File: config.mk
export PLATFORM = sky130hd
export DESIGN_NAME = ctrlunit_mc
export DESIGN_NICKNAME = d
export VERILOG_FILES = /design/src/rtl/ctrlunit_mc.sv
export SDC_FILE = /design/constraint.sdc
export NUM_CORES = 1
export LEC_CHECK = 0
export CELL_PAD_IN_SITES_DETAIL_PLACEMENT = 0
export CELL_PAD_IN_SITES_GLOBAL_PLACEMENT = 1
export CORE_AREA = 2 2 49 51
export DETAILED_ROUTE_END_ITERATION = 16
export DIE_AREA = 0 0 51 53
export PLACE_DENSITY = 0.87
export SLEW_MARGIN = 30
export SYNTH_ARGS = -nofsm -noshare
export SYNTH_HDL_FRONTEND = slang
export SYNTH_SLANG_ARGS = --single-unit
export TNS_END_PERCENT = 30
File: constraint.sdc
create_clock -name clk_i -period 1.6 [get_ports clk_i]
set_clock_uncertainty 0.05 [all_clocks]
set_input_delay 0.16 -clock clk_i [delete_from_list [all_inputs] [get_ports clk_i]]
set_output_delay 0.16 -clock clk_i [all_outputs]
set_load 0.01 [all_outputs]
File: src/rtl/ctrlunit_mc.sv
// ---------------------------------------------------------------------------
// ctrlunit_mc
//   Multi-cycle control unit of the accumulator CPU. Every instruction is
//   sequenced through FETCH -> DECODE -> EXEC and uses a ready handshake
//   towards RAM. Conditional jumps are resolved internally from the Z/C
//   flags, which are sampled in the EXEC cycle. HLT and illegal opcodes park
//   the core in HALT, which is left only through reset.
//
// Configuration macro:
//   INSTR_CNT_EN : adds the CNT_W parameter, the retired-instruction
//                  counter and the icount_o port. Absent when undefined.
//
// Parameters:
//   OP_W  : opcode width (>= 4); any set bit above bit 3 is an illegal opcode
//   CNT_W : retired-instruction counter width (INSTR_CNT_EN only)
//
// Ports:
//   clk_i        in   clock, rising edge
//   rst_i        in   asynchronous active-high reset
//   run_i        in   start / continue execution
//   op_i         in   opcode from instruction register (sampled in DECODE)
//   zf_i, cf_i   in   zero / carry flags (sampled in EXEC)
//   mem_ready_i  in   memory access completes this cycle
//   mem_rd_o     out  memory read request
//   wm_o         out  memory write request
//   ir_ld_o      out  load instruction register
//   pc_inc_o     out  increment PC
//   jmp_o        out  load PC from operand
//   wr_o         out  write accumulator
//   wf_o         out  write flag register
//   alu_op_o     out  000 ADD, 001 SUB, 010 AND, 011 OR, 100 PASS
//   state_o      out  0 IDLE, 1 FETCH, 2 DECODE, 3 EXEC, 4 HALT
//   halt_o       out  core halted
//   illegal_o    out  halted on an illegal opcode
//   icount_o     out  retired instructions, wraps (INSTR_CNT_EN only)
//
// All control outputs decode combinationally from the current state, the
// registered opcode and the handshake/flag inputs; since state resets
// asynchronously, outputs drop as soon as rst_i rises.
// ---------------------------------------------------------------------------
module ctrlunit_mc #(
  parameter int unsigned OP_W  = 4
`ifdef INSTR_CNT_EN
  ,
  parameter int unsigned CNT_W = 16
`endif
) (
  input  logic             clk_i,
  input  logic             rst_i,
  input  logic             run_i,
  input  logic [OP_W-1:0]  op_i,
  input  logic             zf_i,
  input  logic             cf_i,
  input  logic             mem_ready_i,
  output logic             mem_rd_o,
  output logic             wm_o,
  output logic             ir_ld_o,
  output logic             pc_inc_o,
  output logic             jmp_o,
  output logic             wr_o,
  output logic             wf_o,
  output logic [2:0]       alu_op_o,
  output logic [2:0]       state_o,
  output logic             halt_o,
  output logic             illegal_o
`ifdef INSTR_CNT_EN
  ,
  output logic [CNT_W-1:0] icount_o
`endif
);

  localparam int unsigned ST_W  = 3;
  localparam int unsigned ALU_W = 3;
  localparam int unsigned NIB_W = 4;

  // Opcode map (low nibble of the registered opcode)
  localparam logic [NIB_W-1:0] OPC_ADD = 4'd0;
  localparam logic [NIB_W-1:0] OPC_SUB = 4'd1;
  localparam logic [NIB_W-1:0] OPC_LDA = 4'd2;
  localparam logic [NIB_W-1:0] OPC_STA = 4'd3;
  localparam logic [NIB_W-1:0] OPC_JMP = 4'd4;
  localparam logic [NIB_W-1:0] OPC_JZ  = 4'd5;
  localparam logic [NIB_W-1:0] OPC_JC  = 4'd6;
  localparam logic [NIB_W-1:0] OPC_AND = 4'd7;
  localparam logic [NIB_W-1:0] OPC_OR  = 4'd8;
  localparam logic [NIB_W-1:0] OPC_NOP = 4'd9;
  localparam logic [NIB_W-1:0] OPC_HLT = 4'd15;

  // ALU function codes
  localparam logic [ALU_W-1:0] ALU_ADD  = 3'b000;
  localparam logic [ALU_W-1:0] ALU_SUB  = 3'b001;
  localparam logic [ALU_W-1:0] ALU_AND  = 3'b010;
  localparam logic [ALU_W-1:0] ALU_OR   = 3'b011;
  localparam logic [ALU_W-1:0] ALU_PASS = 3'b100;

  typedef enum logic [ST_W-1:0] {
    ST_IDLE   = 3'd0,
    ST_FETCH  = 3'd1,
    ST_DECODE = 3'd2,
    ST_EXEC   = 3'd3,
    ST_HALT   = 3'd4
  } state_e;

  state_e           state_q, state_d;
  logic [OP_W-1:0]  op_q;
  logic             illegal_q;

  logic [NIB_W-1:0] op_lo;
  logic             op_hi_set;
  logic             op_alu, op_lda, op_sta;
  logic             op_jmp, op_jz, op_jc, op_nop, op_hlt, op_bad;
  logic [ALU_W-1:0] alu_sel;
  logic             mem_op;
  logic             retire;

  assign op_lo     = op_q[NIB_W-1:0];
  // Any bit above the base nibble makes the opcode illegal (zero when OP_W == 4)
  assign op_hi_set = (op_q >> NIB_W) != '0;

  // Opcode classification of the registered opcode
  always_comb begin : op_decode
    op_alu  = 1'b0;
    op_lda  = 1'b0;
    op_sta  = 1'b0;
    op_jmp  = 1'b0;
    op_jz   = 1'b0;
    op_jc   = 1'b0;
    op_nop  = 1'b0;
    op_hlt  = 1'b0;
    op_bad  = 1'b0;
    alu_sel = ALU_ADD;
    if (op_hi_set) begin
      op_bad = 1'b1;
    end else begin
      case (op_lo)
        OPC_ADD: begin op_alu = 1'b1; alu_sel = ALU_ADD;  end
        OPC_SUB: begin op_alu = 1'b1; alu_sel = ALU_SUB;  end
        OPC_AND: begin op_alu = 1'b1; alu_sel = ALU_AND;  end
        OPC_OR:  begin op_alu = 1'b1; alu_sel = ALU_OR;   end
        OPC_LDA: begin op_lda = 1'b1; alu_sel = ALU_PASS; end
        OPC_STA: op_sta = 1'b1;
        OPC_JMP: op_jmp = 1'b1;
        OPC_JZ:  op_jz  = 1'b1;
        OPC_JC:  op_jc  = 1'b1;
        OPC_NOP: op_nop = 1'b1;
        OPC_HLT: op_hlt = 1'b1;
        default: op_bad = 1'b1;
      endcase
    end
  end

  assign mem_op = op_alu | op_lda | op_sta;

  // An instruction retires when EXEC finishes normally (HLT / illegal never do)
  assign retire = (state_q == ST_EXEC) &&
                  (mem_op ? mem_ready_i : (op_jmp | op_jz | op_jc | op_nop));

  // State register
  always_ff @(posedge clk_i or posedge rst_i) begin : state_reg
    if (rst_i) begin
      state_q <= ST_IDLE;
    end else begin
      state_q <= state_d;
    end
  end

  // Next-state logic
  always_comb begin : next_state
    state_d = state_q;
    case (state_q)
      ST_IDLE:   if (run_i) state_d = ST_FETCH;
      ST_FETCH:  if (mem_ready_i) state_d = ST_DECODE;
      ST_DECODE: state_d = ST_EXEC;
      ST_EXEC: begin
        if (op_bad || op_hlt) begin
          state_d = ST_HALT;
        end else if (retire) begin
          // A dropped run_i takes effect only at the next fetch boundary
          state_d = run_i ? ST_FETCH : ST_IDLE;
        end
      end
      ST_HALT:   state_d = ST_HALT;
      default:   state_d = ST_IDLE;
    endcase
  end

  // Output decode
  always_comb begin : out_decode
    mem_rd_o  = 1'b0;
    wm_o      = 1'b0;
    ir_ld_o   = 1'b0;
    pc_inc_o  = 1'b0;
    jmp_o     = 1'b0;
    wr_o      = 1'b0;
    wf_o      = 1'b0;
    alu_op_o  = ALU_ADD;
    halt_o    = 1'b0;
    illegal_o = 1'b0;
    case (state_q)
      ST_FETCH: begin
        mem_rd_o = 1'b1;
        if (mem_ready_i) begin
          ir_ld_o  = 1'b1;
          pc_inc_o = 1'b1;
        end
      end
      ST_EXEC: begin
        if (op_alu || op_lda) begin
          mem_rd_o = 1'b1;
          // Result is committed only in the cycle the operand arrives
          if (mem_ready_i) begin
            wr_o     = 1'b1;
            wf_o     = op_alu;
            alu_op_o = alu_sel;
          end
        end
        if (op_sta) begin
          wm_o = 1'b1;
        end
        jmp_o = op_jmp | (op_jz & zf_i) | (op_jc & cf_i);
      end
      ST_HALT: begin
        halt_o    = 1'b1;
        illegal_o = illegal_q;
      end
      default: ;
    endcase
  end

  assign state_o = state_q;

  // Opcode register, loaded in DECODE
  always_ff @(posedge clk_i or posedge rst_i) begin : op_reg
    if (rst_i) begin
      op_q <= '0;
    end else if (state_q == ST_DECODE) begin
      op_q <= op_i;
    end
  end

  // Sticky illegal-opcode flag
  always_ff @(posedge clk_i or posedge rst_i) begin : illegal_reg
    if (rst_i) begin
      illegal_q <= 1'b0;
    end else if ((state_q == ST_EXEC) && op_bad) begin
      illegal_q <= 1'b1;
    end
  end

`ifdef INSTR_CNT_EN
  logic [CNT_W-1:0] icount_q;

  // Retired-instruction counter, wraps naturally
  always_ff @(posedge clk_i or posedge rst_i) begin : icount_reg
    if (rst_i) begin
      icount_q <= '0;
    end else if (retire) begin
      icount_q <= icount_q + CNT_W'(1);
    end
  end

  assign icount_o = icount_q;
`endif

  // Bus-level exclusivity properties
  a_rd_wm_excl: assert property (@(posedge clk_i) disable iff (rst_i)
                                 !(mem_rd_o && wm_o));
  a_jmp_inc_excl: assert property (@(posedge clk_i) disable iff (rst_i)
                                   !(jmp_o && pc_inc_o));

endmodule

# Word level (Yosys, flattened, before mapping)
# Cells that the tools add are included.
# classes
n_eq_ne	17
mux	34
bitwise	9
reduce_logical	9
# ops
op	count
two-way mux 1 bit	24
two-way mux 3 bit	7
equality test 4 x 3 -> 1 bit, second input constant	4
case mux 3 bit (5 select lines)	1
equality test 4 bit, second input constant	3
case mux 3 bit (4 select lines)	1
OR reduction 11 bit	1
equality test 4 x 2 -> 1 bit, second input constant	2
bitwise OR 1 bit	7
equality test 3 x 2 -> 1 bit, second input constant	2
equality test 4 x 1 -> 1 bit, second input constant	1
logical NOT 4 bit	1
!= test 2 bit, second input constant	2
OR reduction 4 bit	1
equality test 3 x 1 -> 1 bit, second input constant	1
equality test 3 bit, second input constant	1
logical NOT 3 bit	1
!= test 3 x 2 -> 1 bit, second input constant	1
AND reduction 3 bit	1
AND 1 bit	2
logical AND 1 bit	2
logical OR 1 bit	2
case mux 1 bit (2 select lines)	1
# word_totals
regBits	8
out_inout_bits	15

# Depth between registers and ports, before layout
# depth
depth_word	10
depth_mapped	4
ltp_nobuf	3

# Worst setup path before layout
# Ideal clock, no wire load.
# synth_path
path_kind	reg-to-output
start	register op_q[0] (netlist: op_lo[0])
end	output mem_rd_o
arrival_ns	1.196
required_time_ns	1.390
slack_ns	0.194
path_stages_with_launch	5
path_cell_list	dfrtp_1 buf_4 maj3_2 o21a_1 a21boi_1
# synth_via
elab_chain_len	6
# synth_lines
element	line	text
from (decl)	105	logic [OP_W-1:0] op_q;
from (signal assigned)	237	op_q <= op_i;
equality test 4 bit (tied with other cells)	135	case (op_lo)
OR reduction 4 bit (no source line)	-	
two-way mux 1 bit	135	
logical OR 1 bit (*)	208	if (op_alu || op_lda) begin
two-way mux 1 bit (*)	208	
case mux 1 bit (2 select lines) (*)	199	case (state_q)
to (decl)	55	output logic mem_rd_o,
# Mark *: on every way between the ends. The rest lies on a longest branch, timed or not.

# Worst setup path in the final report
# Ends and elaborated chain as after synthesis.

==> results.yml <==
run_status:
  status: "finished, violations left"
  violations: "negative setup slack"
placed_design:
  dp.cells: 144
  gp_congestion: 0.8473
  postPlaceCellArea_um2: 1039
  post-dp-hpwl_um: 1445
  numPortBuffers: 24
clock_tree:
  clock-sinks: 8
  cts_tree: "done"
  clockRootBuffer: "clkbuf_4"
  cts_inserted_buffers: 3
  clock_latency_ns: 0.25
  cts_max_level: 1
  clkTransAtPathRegs_ns: 0.05
  clockBufferDepth: 2
sta:
  finalSetupViolCount: 6
  rsz0062_at_grt: "yes"
  post-route-period-util_pct: 107.8
  worst_pin_slew_ns: 0.2954
  post-route-min-period_ns: 1.724
  final_max_slew_viol_count: 0
  max_freq_mhz: 579.9
  finalHoldViolCount: 0
  relSlewSlack_pct: 80.17
  worst_hold_slack_ns: 0.1044
  setup_ws_ns: -0.1245
run:
  maxCapViolations: 0
final_layout:
  fin_nets: 134
  drive_gt1_share_pct: 48.36
  antenna_cells: 0
  area_growth_pct: 72.31
  most-common-layout-cells: "26 x buf_4, 10 x clkdlybuf4s50_1, 7 x buf_2"
  final_area_um2: 1082
  final_cell_count_no_fill: 150
  final_common_cell: "buf_4"
synth:
  synth_simple_gate_area_share_pct: 27.49
  synth_top_family_by_area: "simple AND/OR/NAND/NOR gates"
  yosysSeqAreaShare_pct: 31.87
  synth_xor_area_share_pct: 1.394
  netlist_top_cells_area: "dfrtp_1 32%, o21ai_1 4.0%, buf_4 3.6%"
  synth_mux_area_share_pct: 3.586
  ys_ff_latch: 8
  synth_fa_ha_area_share_pct: 1.793
  synthCells: 75
  synth_area_um2: 628.1
  synthDistinctLibCells: 37
  syn_avg_cell_area_um2: 8.375
  synth_compound_area_share_pct: 21.31
  yosysTopAreaCell: "dfrtp_1"
  syn_nets: 85
  netlist.area_leader.share_pct: 31.87
  synth_warnings: 0
floorplan:
  die_area_um2: 2703
  die_h_um: 53
  chipWidth_um: 51
  fp-row-count: 17
  pin_count: 25
  start_util_pct: 29.24
  core_um2: 2148
grt:
  antenna_found_initial: 0
  grt_usage_pct: 15.41
  grt_pass1_vias: 741
  grt_max_degree: 13
  grt_overflow_total: 0
  grt_pass1_wl_um: 3098
pwr:
  powerDensity_nw_per_um2: 1891
  vdd_drop_max_mv: 0.7309
  leakagePower_nw: 0.5155
critical_path:
  critical_path_arrival_ns: 1.51
  required_ns: 1.39
  crit_type: "register to output pin"
  r2r.worst_path.cells: 5
  critPathLaunchType: "register"
  worst_setup_path_end_kind: "output pin"
  crit_path_max_fanout: 3
detailed_routing:
  drt-initial-drc-count: 12
  drt-vias-per-instance: 4.893
  finalWirelength_um: 1934
  ant_nets: 0
  avgRoutedWirePerCell_um: 12.89
  route.detailed.drc: 0
  vias: 734
  dr.pass1.iters: 4
worst_hold_path:
  timing.hold.worst.class: "input port to async pin"
==> sequential cells by signal, summed over array words and instances (netlist names) <==
signal,cells
op_lo,4
state_o,3
illegal_q,1
==> kinds of logic after synthesis <==
group,Yosys count
AOI/OAI and AO/OA,20
xor gates and xnor gates,1
adders and majority gates,1
buffers and inverters,15
DFF,8
muxes,2
and+or+nand+nor,28
==> metal layers <==
layer	part of all wire (%)	GRT usage (%)
met5	0	0
met4	2.2	9.009
met3	4.4	2.260
met2	54	29.44
met1	39	15.83
==> area by class of cell <==
type	count	area (µm²)
clock buffer	3	22.52
inverter	7	28.78
sequential	8	202.7
fill	216	1066
tap	28	35.03
multi-input combinational	52	389.1
timing repair buffer	52	404.1
==> critical path, stage by stage, from the launching register on <==
cell      delay, ns
dfrtp_1        0.40
buf_6          0.12
maj3_2         0.30
o21a_1         0.19
a21boi_1       0.11
buf_2          0.14
==> report_power, final <==
| part | total [mW] | switching (mW) | internal [mW] |
|---|---|---|---|
| registers | 0.428 | 0.123 | 0.305 |
| clock network | 0.148 | 0.0623 | 0.0854 |
| logic | 1.47 | 0.675 | 0.795 |
| total | 2.05 | 0.861 | 1.19 |
==> metrics by stage <==
step / util (%) / setup TNS (ns) / worst slack, ns / total power, mW
2_1_floorplan: - / 0 / 0.1944 / 1.119
3_3_place_gp: 48.34 / -1.458 / -0.1899 / 1.741
3_5_place_dp: 48.34 / -1.603 / -0.2364 / 1.776
4_1_cts: 50.09 / -0.4431 / -0.2166 / 1.952
5_1_grt: 50.38 / -1.074 / -0.1874 / 2.203
6_report: 50.38 / -0.3522 / -0.1245 / 2.046
==> path summary, 6_finish.rpt <==
kind | startpoint | endpoint | slack, ns
setup / recovery | op_lo[0] | mem_rd_o | -0.12
hold reg to reg | illegal_q | illegal_q | 0.46
hold / removal | rst_i | op_lo[1] | 0.10
max in group asynchronous | rst_i | state_o[1] | 1.15
min in group clk_i | op_i[1] | op_lo[1] | 0.41
setup reg to reg | op_lo[1] | state_o[0] | 0.02
==> synthesized netlist by cell type <==
library cell,number
or2b_1,1
buf_2,3
o31ai_1,1
nand4b_1,1
nand3b_1,2
nor2b_1,2
clkbuf_1,1
mux2_1,2
nand2_1,6
o21ai_0,4
nor2_1,3
nor3b_4,1
nor4_1,1
dfrtp_1,8
nor4_2,1
xnor2_1,1
a32o_1,1
a211o_1,1
a31oi_1,1
o21a_1,1
inv_2,3
a211oi_1,1
buf_6,1
or3_1,2
a21oi_1,2
nand4_1,1
maj3_2,1
buf_4,3
o21ai_1,5
nand3_1,1
nor3_1,3
and3_1,2
inv_1,4
a221oi_1,1
a311oi_2,1
nand2_2,1
a21boi_1,1
==> repair_timing <==
action	CTS	global route
pin swaps	3	1
setup endpoints to repair	13	14
buffers inserted	2	1
gates resized for setup	37	21
hold buffers	0	0
Note: power is estimated with default switching activity, not from simulation.
